<file path="config.mk">
export PLATFORM = sky130hd
export DESIGN_NAME = traffic_phase_scheduler
export DESIGN_NICKNAME = d
export VERILOG_FILES = /design/src/rtl/traffic_pkg.sv /design/src/rtl/sec_tick_gen.sv /design/src/rtl/traffic_phase_scheduler.sv
export SDC_FILE = /design/constraint.sdc
export NUM_CORES = 1
export LEC_CHECK = 0
export CORE_ASPECT_RATIO = 0.6
export CORE_MARGIN = 1
export CORE_UTILIZATION = 45
export DETAILED_ROUTE_END_ITERATION = 8
export SLEW_MARGIN = 15
export SYNTH_ARGS = -nofsm -noshare
export SYNTH_HDL_FRONTEND = slang
export SYNTH_SLANG_ARGS = --single-unit
</file>
<file path="constraint.sdc">
create_clock -name Clk -period 6.81 [get_ports Clk]
set_input_delay 1.7025 -clock Clk [delete_from_list [all_inputs] [get_ports Clk]]
set_output_delay 1.7025 -clock Clk [all_outputs]
set_load 0.05 [all_outputs]
</file>
<file path="src/rtl/traffic_pkg.sv">
// Shared phase encodings, lamp patterns and default timings
// for the demand-actuated intersection scheduler.
package traffic_pkg;

   typedef enum logic [2:0] {
      S_INIT = 3'd0,
      S_G1   = 3'd1,
      S_Y1   = 3'd2,
      S_CLR1 = 3'd3,
      S_G2   = 3'd4,
      S_Y2   = 3'd5,
      S_CLR2 = 3'd6
   } phase_e;

   // Lamp vectors are {R1, Y1, G1, R2, Y2, G2}
   localparam logic [5:0] LAMP_RED = 6'b100_100;
   localparam logic [5:0] LAMP_G1  = 6'b001_100;
   localparam logic [5:0] LAMP_Y1  = 6'b010_100;
   localparam logic [5:0] LAMP_G2  = 6'b100_001;
   localparam logic [5:0] LAMP_Y2  = 6'b100_010;

   localparam int DEF_CLK_DIV   = 1000;
   localparam int DEF_GREEN_MIN = 10;
   localparam int DEF_GREEN_MAX = 55;
   localparam int DEF_YELLOW_T  = 5;
   localparam int DEF_CLEAR_T   = 2;
   localparam int DEF_CNT_W     = 8;

   function automatic logic [5:0] lamp_of(input phase_e s);
      logic [5:0] l;
      l = LAMP_RED;
      unique case (s)
         S_G1:    l = LAMP_G1;
         S_Y1:    l = LAMP_Y1;
         S_G2:    l = LAMP_G2;
         S_Y2:    l = LAMP_Y2;
         default: l = LAMP_RED;
      endcase
      return l;
   endfunction

endpackage

</file>
<file path="src/rtl/sec_tick_gen.sv">
// One-clock tick every CLK_DIV clocks; clr restarts the count
// so a newly entered state always sees a full first second.
module sec_tick_gen #(
   parameter int CLK_DIV = 1000
) (
   input  logic Clk,
   input  logic Rst_n,
   input  logic clr,
   output logic tick
);

   localparam int DW = (CLK_DIV > 1) ? $clog2(CLK_DIV) : 1;
   localparam logic [DW-1:0] LAST = DW'(CLK_DIV - 1);

   logic [DW-1:0] div;

   assign tick = (div == LAST);

   always_ff @(posedge Clk or negedge Rst_n) begin
      if (!Rst_n) begin
         div <= '0;
      end else if (clr || tick) begin
         div <= '0;
      end else begin
         div <= div + DW'(1);
      end
   end

endmodule

</file>
<file path="src/rtl/traffic_phase_scheduler.sv">
// Two-road phase scheduler: demand latching, min/max green,
// all-red clearance and emergency preemption.
module traffic_phase_scheduler
   import traffic_pkg::*;
#(
   parameter int CLK_DIV   = DEF_CLK_DIV,
   parameter int GREEN_MIN = DEF_GREEN_MIN,
   parameter int GREEN_MAX = DEF_GREEN_MAX,
   parameter int YELLOW_T  = DEF_YELLOW_T,
   parameter int CLEAR_T   = DEF_CLEAR_T,
   parameter int CNT_W     = DEF_CNT_W
) (
   input  logic             Clk,
   input  logic             Rst_n,
   input  logic             en,
   input  logic             req1,
   input  logic             req2,
   input  logic             emg,
   input  logic             emg_dir,
   output logic             R1,
   output logic             Y1,
   output logic             G1,
   output logic             R2,
   output logic             Y2,
   output logic             G2,
   output logic [2:0]       phase,
   output logic [CNT_W-1:0] remain,
   output logic             emg_active
);

   localparam logic [CNT_W-1:0] T_MAX   = '1;
   localparam logic [CNT_W-1:0] CLR_D   = CNT_W'(CLEAR_T);
   localparam logic [CNT_W-1:0] YEL_D   = CNT_W'(YELLOW_T);
   localparam logic [CNT_W-1:0] CLR_END = CNT_W'(CLEAR_T - 1);
   localparam logic [CNT_W-1:0] YEL_END = CNT_W'(YELLOW_T - 1);
   localparam logic [CNT_W:0]   N_MIN   = (CNT_W+1)'(GREEN_MIN);
   localparam logic [CNT_W:0]   N_MAX   = (CNT_W+1)'(GREEN_MAX);

   phase_e           state, state_n;
   logic [CNT_W-1:0] t, t_n, remain_n;
   logic [CNT_W:0]   n;
   logic [5:0]       lamp;
   logic             pend1, pend1_n, pend2, pend2_n;
   logic             emg_act_n;
   logic             tick, clr;
   logic             clr_done, yel_done, go1, go2;

   sec_tick_gen #(
      .CLK_DIV(CLK_DIV)
   ) u_tick (
      .Clk  (Clk),
      .Rst_n(Rst_n),
      .clr  (clr),
      .tick (tick)
   );

   assign n        = {1'b0, t} + (CNT_W+1)'(1);
   assign clr_done = tick && (t == CLR_END);
   assign yel_done = tick && (t == YEL_END);
   assign go1 = tick && pend2 && ((n >= N_MIN && !req1) || n >= N_MAX);
   assign go2 = tick && pend1 && ((n >= N_MIN && !req2) || n >= N_MAX);

   always_comb begin
      state_n = state;
      unique case (state)
         S_INIT: if (clr_done) state_n = S_G1;
         S_G1: begin
            if ((emg && emg_dir) || (!emg && go1)) state_n = S_Y1;
         end
         S_Y1: if (yel_done) state_n = S_CLR1;
         S_CLR1: begin
            if (clr_done) state_n = (emg && !emg_dir) ? S_G1 : S_G2;
         end
         S_G2: begin
            if ((emg && !emg_dir) || (!emg && go2)) state_n = S_Y2;
         end
         S_Y2: if (yel_done) state_n = S_CLR2;
         S_CLR2: begin
            if (clr_done) state_n = (emg && emg_dir) ? S_G2 : S_G1;
         end
         default: state_n = S_INIT;
      endcase
      if (!en) state_n = S_INIT;
   end

   // Any state change restarts both the divider and the phase timer
   assign clr = !en || (state_n != state);

   always_comb begin
      t_n = t;
      if (clr) t_n = '0;
      else if (tick && t != T_MAX) t_n = t + CNT_W'(1);
   end

   assign pend1_n = en && state_n != S_G1 &&
                    (pend1 || (req1 && state != S_G1));
   assign pend2_n = en && state_n != S_G2 &&
                    (pend2 || (req2 && state != S_G2));

   assign emg_act_n = emg &&
                      ((state_n == S_G1 && !emg_dir) ||
                       (state_n == S_G2 && emg_dir));

   always_comb begin
      remain_n = '0;
      unique case (state_n)
         S_INIT, S_CLR1, S_CLR2: remain_n = CLR_D - t_n;
         S_Y1, S_Y2:             remain_n = YEL_D - t_n;
         default:                remain_n = '0;
      endcase
   end

   always_ff @(posedge Clk or negedge Rst_n) begin
      if (!Rst_n) begin
         state      <= S_INIT;
         t          <= '0;
         pend1      <= 1'b0;
         pend2      <= 1'b0;
         lamp       <= LAMP_RED;
         remain     <= CLR_D;
         emg_active <= 1'b0;
      end else begin
         state      <= state_n;
         t          <= t_n;
         pend1      <= pend1_n;
         pend2      <= pend2_n;
         lamp       <= lamp_of(state_n);
         remain     <= remain_n;
         emg_active <= emg_act_n;
      end
   end

   assign {R1, Y1, G1, R2, Y2, G2} = lamp;
   assign phase = state;

endmodule

</file>
# Word-level counts from Yosys, hierarchy flattened
# Cells that the tools add are included.
# Widths: inputs -> output; s select.
dict set report totals {
  ff_bits 38
  input_bits 7
  out_inout_bits 18
}
dict set report op_classes {
  add_sub_neg 5
  magnitude_cmp 2
  n_eq_ne 21
  n_mux 16
  reduce_logical 40
}
# operator n
set ops {}
lappend ops {{$mux 3} 10}
lappend ops {{$pmux 6 s4} 1}
lappend ops {{$logic_and 1x1->1} 22}
lappend ops {{$pmux 3 s7} 1}
lappend ops {{$eq 3x3->1 const B} 6}
lappend ops {{$mux 8} 2}
lappend ops {{$pmux 8 s2} 1}
lappend ops {{$eq 3x2->1 const B} 4}
lappend ops {{$add 10x1->10 const B} 1}
lappend ops {{$eq 10x10->1 const B} 1}
lappend ops {{$mux 10} 1}
lappend ops {{$add 8x1->9 const B} 1}
lappend ops {{$ge 9x4->1 const B} 1}
lappend ops {{$ge 9x6->1 const B} 1}
lappend ops {{$logic_or 1x1->1} 9}
lappend ops {{$add 8x1->8 const B} 1}
lappend ops {{$eq 8x1->1 const B} 1}
lappend ops {{$eq 8x3->1 const B} 1}
lappend ops {{$ne 8x8->1 const B} 1}
lappend ops {{$sub 2x8->8 const A} 1}
lappend ops {{$sub 3x8->8 const A} 1}
lappend ops {{$eq 3x1->1 const B} 2}
lappend ops {{$logic_not 3->1} 2}
lappend ops {{$ne 3x1->1 const B} 2}
lappend ops {{5 further kinds} 10}

# Logic depth before layout (Yosys ltp)
dict set report logic_depth {
  ltp_word 15
  ltp_mapped 19
  depth_no_buf 16
}

# Hierarchy
# Synthesis repeated with hierarchy kept, for this count alone.
dict set report hier_totals {
  hier_cells 293
  hier_area_um2 2688.8
}
# mod instances cells_each area_each_um2
set by_module_without_submodules {}
lappend by_module_without_submodules {traffic_phase_scheduler 1 242 2155.8}
lappend by_module_without_submodules {sec_tick_gen 1 51 533.0}

# Worst setup path after synthesis
# No wires, ideal clock.
dict set report synth_timing {
  path_type {in2reg}
  startpoint {in emg}
  endpoint {reg remain[5]}
  setup_time_ns 0.083
  arrival_time_ns 4.053
  t_required_ns 6.727
  path_slack_ns 2.675
  stages 15
  cell_sequence {nor2b_1 nor2b_1 a31oi_1 a311oi_2 a21oi_2 o311a_1 o21ai_2 buf_6 buf_6 or2_4 ha_1 inv_1 nand2_1 mux2_2 o22ai_1}
}
dict set report synth_via {
  elab_chain_len 11
  word_cells_on_any_way 28
  classes_between {add/sub (2); eq/ne (5); mux (10); reduce/logical (11)}
}
# element line
set synth_rtl {}
lappend synth_rtl {{start: declaration} traffic_phase_scheduler.sv:18} ;# input logic emg,
lappend synth_rtl {{$logic_not 1->1} {traffic_phase_scheduler.sv:68, traffic_phase_scheduler.sv:75}}
lappend synth_rtl {{$logic_and 1x1->1 (on tied branches)} {traffic_phase_scheduler.sv:75, traffic_phase_scheduler.sv:68}}
lappend synth_rtl {{$logic_or 1x1->1 (on tied branches)} {traffic_phase_scheduler.sv:75, traffic_phase_scheduler.sv:68}}
lappend synth_rtl {{$mux 3 (on tied branches)} {traffic_phase_scheduler.sv:75, traffic_phase_scheduler.sv:68}}
lappend synth_rtl {{$pmux 3 s7 *} traffic_phase_scheduler.sv:65} ;# unique case (state)
lappend synth_rtl {{$mux 3 *} traffic_phase_scheduler.sv:83} ;# if (!en) state_n = S_INIT;
lappend synth_rtl {{$ne 3x3->1} traffic_phase_scheduler.sv:87} ;# assign clr = !en || (state_n != state);
lappend synth_rtl {{$logic_or 1x1->1} traffic_phase_scheduler.sv:87}
lappend synth_rtl {{$mux 8} traffic_phase_scheduler.sv:91} ;# if (clr) t_n = '0;
lappend synth_rtl {{$sub 3x8->8 / $sub 2x8->8 (equally long branches)} {traffic_phase_scheduler.sv:108, traffic_phase_scheduler.sv:107}}
lappend synth_rtl {{$pmux 8 s2 *} traffic_phase_scheduler.sv:106} ;# unique case (state_n)
lappend synth_rtl {{via remain_n[5]} traffic_phase_scheduler.sv:40} ;# logic [CNT_W-1:0] t, t_n, remain_n;
lappend synth_rtl {{end signal: assignment} traffic_phase_scheduler.sv:128} ;# remain <= remain_n;
lappend synth_rtl {{end: declaration} traffic_phase_scheduler.sv:27} ;# output logic [CNT_W-1:0] remain,
# The timed path passes the listed nets; every way through them passes the cells marked *.

# Worst setup path in the final report
dict set report layout_timing {
  startpoint {in emg}
  endpoint {reg remain[5]}
}
dict set report layout_via {
  elab_chain_len 11
  word_cells_on_any_way 28
  classes_between {add/sub (2); eq/ne (5); mux (10); reduce/logical (11)}
}
# element line
set layout_rtl {}
lappend layout_rtl {{$logic_not 1->1} {traffic_phase_scheduler.sv:68, traffic_phase_scheduler.sv:75}}
lappend layout_rtl {{$logic_and 1x1->1 (on tied branches)} {traffic_phase_scheduler.sv:75, traffic_phase_scheduler.sv:68}}
lappend layout_rtl {{$logic_or 1x1->1 (on tied branches)} {traffic_phase_scheduler.sv:75, traffic_phase_scheduler.sv:68}}
lappend layout_rtl {{$mux 3 (on tied branches)} {traffic_phase_scheduler.sv:75, traffic_phase_scheduler.sv:68}}
lappend layout_rtl {{$pmux 3 s7 *} traffic_phase_scheduler.sv:65}
lappend layout_rtl {{$mux 3 *} traffic_phase_scheduler.sv:83}
lappend layout_rtl {{$ne 3x3->1 *} traffic_phase_scheduler.sv:87}
lappend layout_rtl {{$logic_or 1x1->1 *} traffic_phase_scheduler.sv:87}
lappend layout_rtl {{$mux 8 *} traffic_phase_scheduler.sv:91}
lappend layout_rtl {{via t_n[1]} traffic_phase_scheduler.sv:40}
lappend layout_rtl {{$sub 3x8->8 / $sub 2x8->8 (equally long branches)} {traffic_phase_scheduler.sv:108, traffic_phase_scheduler.sv:107}}
lappend layout_rtl {{$pmux 8 s2 *} traffic_phase_scheduler.sv:106}
lappend layout_rtl {{via remain_n[5]} traffic_phase_scheduler.sv:40}
# Marked as above.

==> flow_summary.yaml <==
routing:
  drc: 0
  wl_per_cell_um: 17.0
  wirelength_mm: 6.85
  initialDrtViolationCount: 143
  drt_pre_antenna_iters: 4
  antenna_left: 0
  vias_per_cell: 5.78
  vias: 2324
yosys:
  yosysSeqAreaShare_pct: 34.3
  synth_top_area_share_pct: 31.5
  yosys.area_share.adder_pct: 3.51
  ys_seq_elements: 38
  synth_top_family_by_area: "simple AND/OR/NAND/NOR gates"
  synth_nets: 320
  syn_avg_cell_area_um2: 9.09
  synth_compound_area_share_pct: 21.2
  synthSimpleGateAreaFrac_pct: 27.4
  async_reset_ff_share_pct: 100
  synth_area_leaders: "dfrtp_1 31%, nor2_1 5.3%, nand2_1 3.4%, ha_1 3.1%, dfstp_2 2.8%"
  synth_edf_count: 0
  netlist_area_um2: 2780
  synth_top_cell_by_area: "dfrtp_1"
  synth_xor_area_share_pct: 5.35
  syn_inst: 306
  synthMostInstantiatedCell: "nor2_1"
  synth_top_cells_by_count: "39 x nor2_1, 35 x dfrtp_1, 25 x nand2_1"
  synth_cell_types: 76
  synthMuxAreaShare_pct: 1.84
  yosys_warnings: 0
  synthFlopType: "dfrtp_1"
worst_setup_path:
  reg2regPathDepth: 16
  criticalPathCategory: "input port to flip-flop"
  worstPathRequired_ps: 7020
  critPathLaunch: "emg"
  critPathArrivalTime_ps: 4940
  reg2reg_to: "remain[5]"
  worstSetupEndpointType: "flip-flop"
  rrSetupSlack_ps: 2540
  critPathMaxFanout: 20
  start_kind: "input port"
  r2r-start: "t[0]"
placement:
  place_worst_setup_slack_ps: 1820
  place_inst: 394
  gp_congestion: 0.844
  hpwl_mm: 5.10
  io_buffers: 24
finish:
  antenna_cells: 0
  regArea_um2: 955
  multi_input_area_um2: 1650
  fill_cells: 548
  num-nets-final: 335
  drive_gt1_share_pct: 13.4
  synthToLayoutAreaGrowth_pct: 11.2
  final_cells: 402
  utilization_pct: 53.8
min_path:
  worstHoldStart: "u_tick.div[0]"
  whs_path_depth: 1
  min_path_type: "flip-flop to flip-flop"
  hold_path_end: "u_tick.div[0]"
cts:
  holdBufCountCts: 0
  clock_latency_ps: 290
  cts_num_sinks: 38
  cts_tree: "built"
  clkTransAtPathRegs_ps: 80
  htree_levels: 2
  cts_buffers: 5
  ctsResizeCount: 0
  cts_buffer_depth: 2
  cts_setup_buffers: 0
  cts-root-buf: "clkbuf_8"
floorplan:
  core_area_um2: 5750
  dieArea_um2: 6510
  boundaryPins: 25
  row_count: 21
  start_util_pct: 48.4
  die_y_um: 62.9
  chipWidth_um: 104
timing:
  fin_hold_ws_ps: 489
  layout_min_cycle_time_ps: 4730
  finalSetupViolations: 0
  clock-skew-final_ps: 6.01
  fin_crit_sh_pct: 69.4
  tns_ps: 0
  setup_slack_ps: 2080
  timing.fmax_ghz: 0.212
  hold_viol_final: 0
  max_slew_margin_pct: 44.1
  drv_slew: 0
  worst_slew_pin_slew_ps: 815
  rsz0062_at_grt: "false"
power:
  ir_drop_v: 0.0000896
  leakage_nw: 1.26
  p_per_area_nw_per_um2: 134
job:
  maxCapViolCount: 0
run_status:
  status: "complete, no violations"
grt:
  grt_use_total_pct: 22.8
  grt_overflow: 0
  grt_pass1_vias: 2139
  antenna_found_initial: 0
  grt_start_max_net_pins: 39
  grt_pass1_wl_mm: 11.5
-- worst max-delay path, stage by stage --
cell and delay, ps:
clkdlybuf4s50_1 610, nand2_1 170, a32o_1 260, a311oi_2 280
a21oi_2 100, o311a_1 410, o21ai_2 140, buf_4 250
or2_4 170, inv_2 40, ha_1 220, nor3_1 210
a21oi_1 70, o22a_1 200, o22ai_1 120
-- state kept, by name, indices dropped and copies added, names as in the netlist --
| signal | cells |
|---|---|
| lamp | 6 |
| u_tick.div | 10 |
| pend2 | 1 |
| t | 8 |
| emg_active | 1 |
| phase | 3 |
| pend1 | 1 |
| remain | 8 |
-- worst max-delay path by stage --
stage,to,slack (ps)
after global routing,remain[5],1850
after detailed placement,remain[5],1820
after global placement,remain[5],1890
after floorplan,remain[5],2670
final,remain[5],2080
after CTS,remain[5],2110
-- logic make-up after synthesis --
group,count (synthesis)
buffers and inverters,30
AO/OA/AOI/OAI,71
multiplexers,5
adder cells (fa/ha/maj),8
AND/OR/NAND/NOR,137
XOR/XNOR,17
flip-flops,38
-- cells in the final DEF, fill, tap and decap left out, types with 3 or more instances in the layout --
cell type / netlist / final
and3_1: 5 / 5
o22ai_1: 7 / 7
o21ai_0: 6 / 6
xnor2_1: 9 / 9
ha_1: 7 / 7
inv_1: 11 / 11
o21a_1: 3 / 3
a211oi_2: 3 / 3
o22a_1: 3 / 3
nand2_1: 25 / 25
dfrtp_1: 35 / 35
clkdlybuf4s50_1: 0 / 23
nor2_1: 39 / 39
xor2_1: 8 / 8
and2_1: 9 / 9
clkbuf_8: 0 / 6
a21oi_1: 13 / 13
nand2b_1: 9 / 9
nand3_1: 11 / 11
dfstp_2: 3 / 3
nor3_1: 11 / 11
nor2b_1: 6 / 6
mux2i_1: 4 / 4
-- metal layers --
metal,vias to the layer above,global-route usage [%],part of all wire (%)
li1,1130,-,-
met1,1114,38.5,57
met5,-,0,0
met2,78,27.3,36
met4,0,5.25,0.34
met3,2,5.32,6.6
-- power by group --
part	internal, mW	switching, mW	total [mW]
registers	0.228	0.00198	0.230
logic	0.00741	0.0134	0.0208
clock network	0.0814	0.0816	0.163
total	0.317	0.0969	0.414
-- layout make-up --
class,instances,share of cell area (%)
multi-input cells,238,53.4
flip-flops and latches,38,30.9
clock buffers,6,2.67
repair buffers,25,7.85
inverters,13,1.58
clock inverters,2,0.405
well taps,80,3.24
-- per-stage QoR --
stage | instance area (µm²) | total power [mW]
after floorplan | 2780 | 0.244
after global placement | 3000 | 0.255
after detailed placement | 3000 | 0.255
after CTS | 3090 | 0.421
after global routing | 3090 | 0.432
final | 3090 | 0.414
Power figures use the tool's default switching activity.
==> RTL edit: new RTL, config.mk and constraints unchanged <==
`DEF_CLK_DIV`: 1000 -> 250.
--- a/src/rtl/traffic_pkg.sv
+++ b/src/rtl/traffic_pkg.sv
@@ -21,3 +21,3 @@
 
-   localparam int DEF_CLK_DIV   = 1000;
+   localparam int DEF_CLK_DIV   = 250;
    localparam int DEF_GREEN_MIN = 10;
Function: no difference found for any inputs over 10 cycles, from zero or initial values and one cycle with Rst_n low; that may be too few to reach the edited logic, so the function may still have changed.
==> RTL edit against the unedited design <==
Synthesized area down 10%; sequential share of layout area is 1.1 points higher; global-route usage up 0.62 points; synthesized cell count fell by 6.5%; first-iteration DRC count fell by 5.6%; routed wire length shrank 9.1%; setup slack got worse by 440 ps; cell area down 8.6%; sequential cell count is 2 lower; total power is 6.1% lower; critical path type unchanged; largest power group unchanged.
==> RTL edit: results (changes against the unedited design) <==
Synth
  – Mapped Avg Cell Area: 8.72 um2 (was 9.09 um2)
  – Syn_nets: 303 (was 320)
  – Yosys cell types: 64 (was 76)

Global routing
  – Grt met1 use: 39.1% (was 38.5%)
  – First-pass GRT wire length: 10.4 mm (was 11.5 mm)
  – Number of global-route vias before repair: 1,988 (was 2,139)
  – M3 GR Usage: 4.44% (was 5.32%)
  – M2 GR Usage: 29.6% (was 27.3%)

Run status
  – Outcome: finished, final reports clean (unchanged)

Detailed routing
  – Post-DR vias/cell: 5.97 (was 5.78)
  – WL met3: 349 um (was 454 um)
  – Routed wire per std cell: 16.9 um (was 17.0 um)
  – Initial DRC Count: 135 (was 143)

Power and ir drop
  – Internal Pwr Total: 294 uW (was 317 uW)
  – Leak pwr: 1.19 nW (was 1.26 nW)

Placement
  – Hpwl dp: 4.64 mm (was 5.10 mm)
  – Setup WS pre-CTS: 1380 ps (was 1820 ps)
  – DP Cell Count: 361 (was 394)

Setup path
  – FF-to-FF path depth: 17 (was 16)
  – Max stage delay on crit path: 590 ps (was 610 ps)
  – CP top delay family: simple AND/OR/NAND/NOR gates (was compound AO/OA/AOI/OAI gates)
  – Slowest CP cell: or4b_1 (was clkdlybuf4s50_1)
  – R2R setup slack: 2080 ps (was 2540 ps)

Cells and area
  – Share of layout cells above drive strength 1: 7.26% (was 13.4%)
  – Nets@finish: 319 (was 335)
  – Regs by FF count: remain (8), t (8), u_tick.div (8) (was u_tick.div (10), remain (8), t (8))
==> RTL edit: cell count changes after synthesis, moves of 5 or more <==
cell      before  now
buf_6          7    1
and4_1         0    5
nor2_1        39   34
clkbuf_1       3    8
nand2b_1       9    2
==> RTL edit: cells by family after synthesis <==
family | synth area share [%]
and+or+nand+nor | 25.3
xor gates and xnor gates | 5.27
DFF | 36.3
AOI/OAI and AO/OA | 21.2
adders and majority gates | 5.42
muxes | 1.71
buffers and inverters | 4.86
==> RTL edit: power by group through the flow <==
stage                     Clock, mW  Sequential (mW)  Combinational (mW)
after global placement            0            0.222              0.0185
after global routing          0.168            0.218              0.0208
after detailed placement          0            0.222              0.0187
after CTS                     0.158            0.218              0.0188
after floorplan                   0            0.222             0.00874
final                         0.152            0.218              0.0184
==> RTL edit: stage by stage <==
stage / total power, mW / hold WS, ps
2_1_floorplan: 0.230 / 461
3_3_place_gp: 0.241 / 495
3_5_place_dp: 0.241 / 500
4_1_cts: 0.395 / 512
5_1_grt: 0.407 / 524
6_report: 0.388 / 506
==> RTL edit: final cells by class <==
type / count / area [um2]
fill: 483 / 2380
multi-input combinational: 222 / 1470
sequential: 36 / 905
timing repair buffer: 24 / 235
tap: 66 / 82.6
clock buffer: 5 / 68.8
inverter: 13 / 48.8
clock inverter: 3 / 18.8
==> RTL edit: worst max path at each step <==
stage,depth (start not counted),slack [ps],startpoint,endpoint
4_1_cts,13,1680,emg,remain[7]
3_5_place_dp,13,1380,emg,remain[7]
2_1_floorplan,12,2180,emg,remain[7]
6_report,13,1640,emg,remain[7]
3_3_place_gp,13,1490,emg,remain[7]
5_1_grt,13,1420,emg,remain[7]
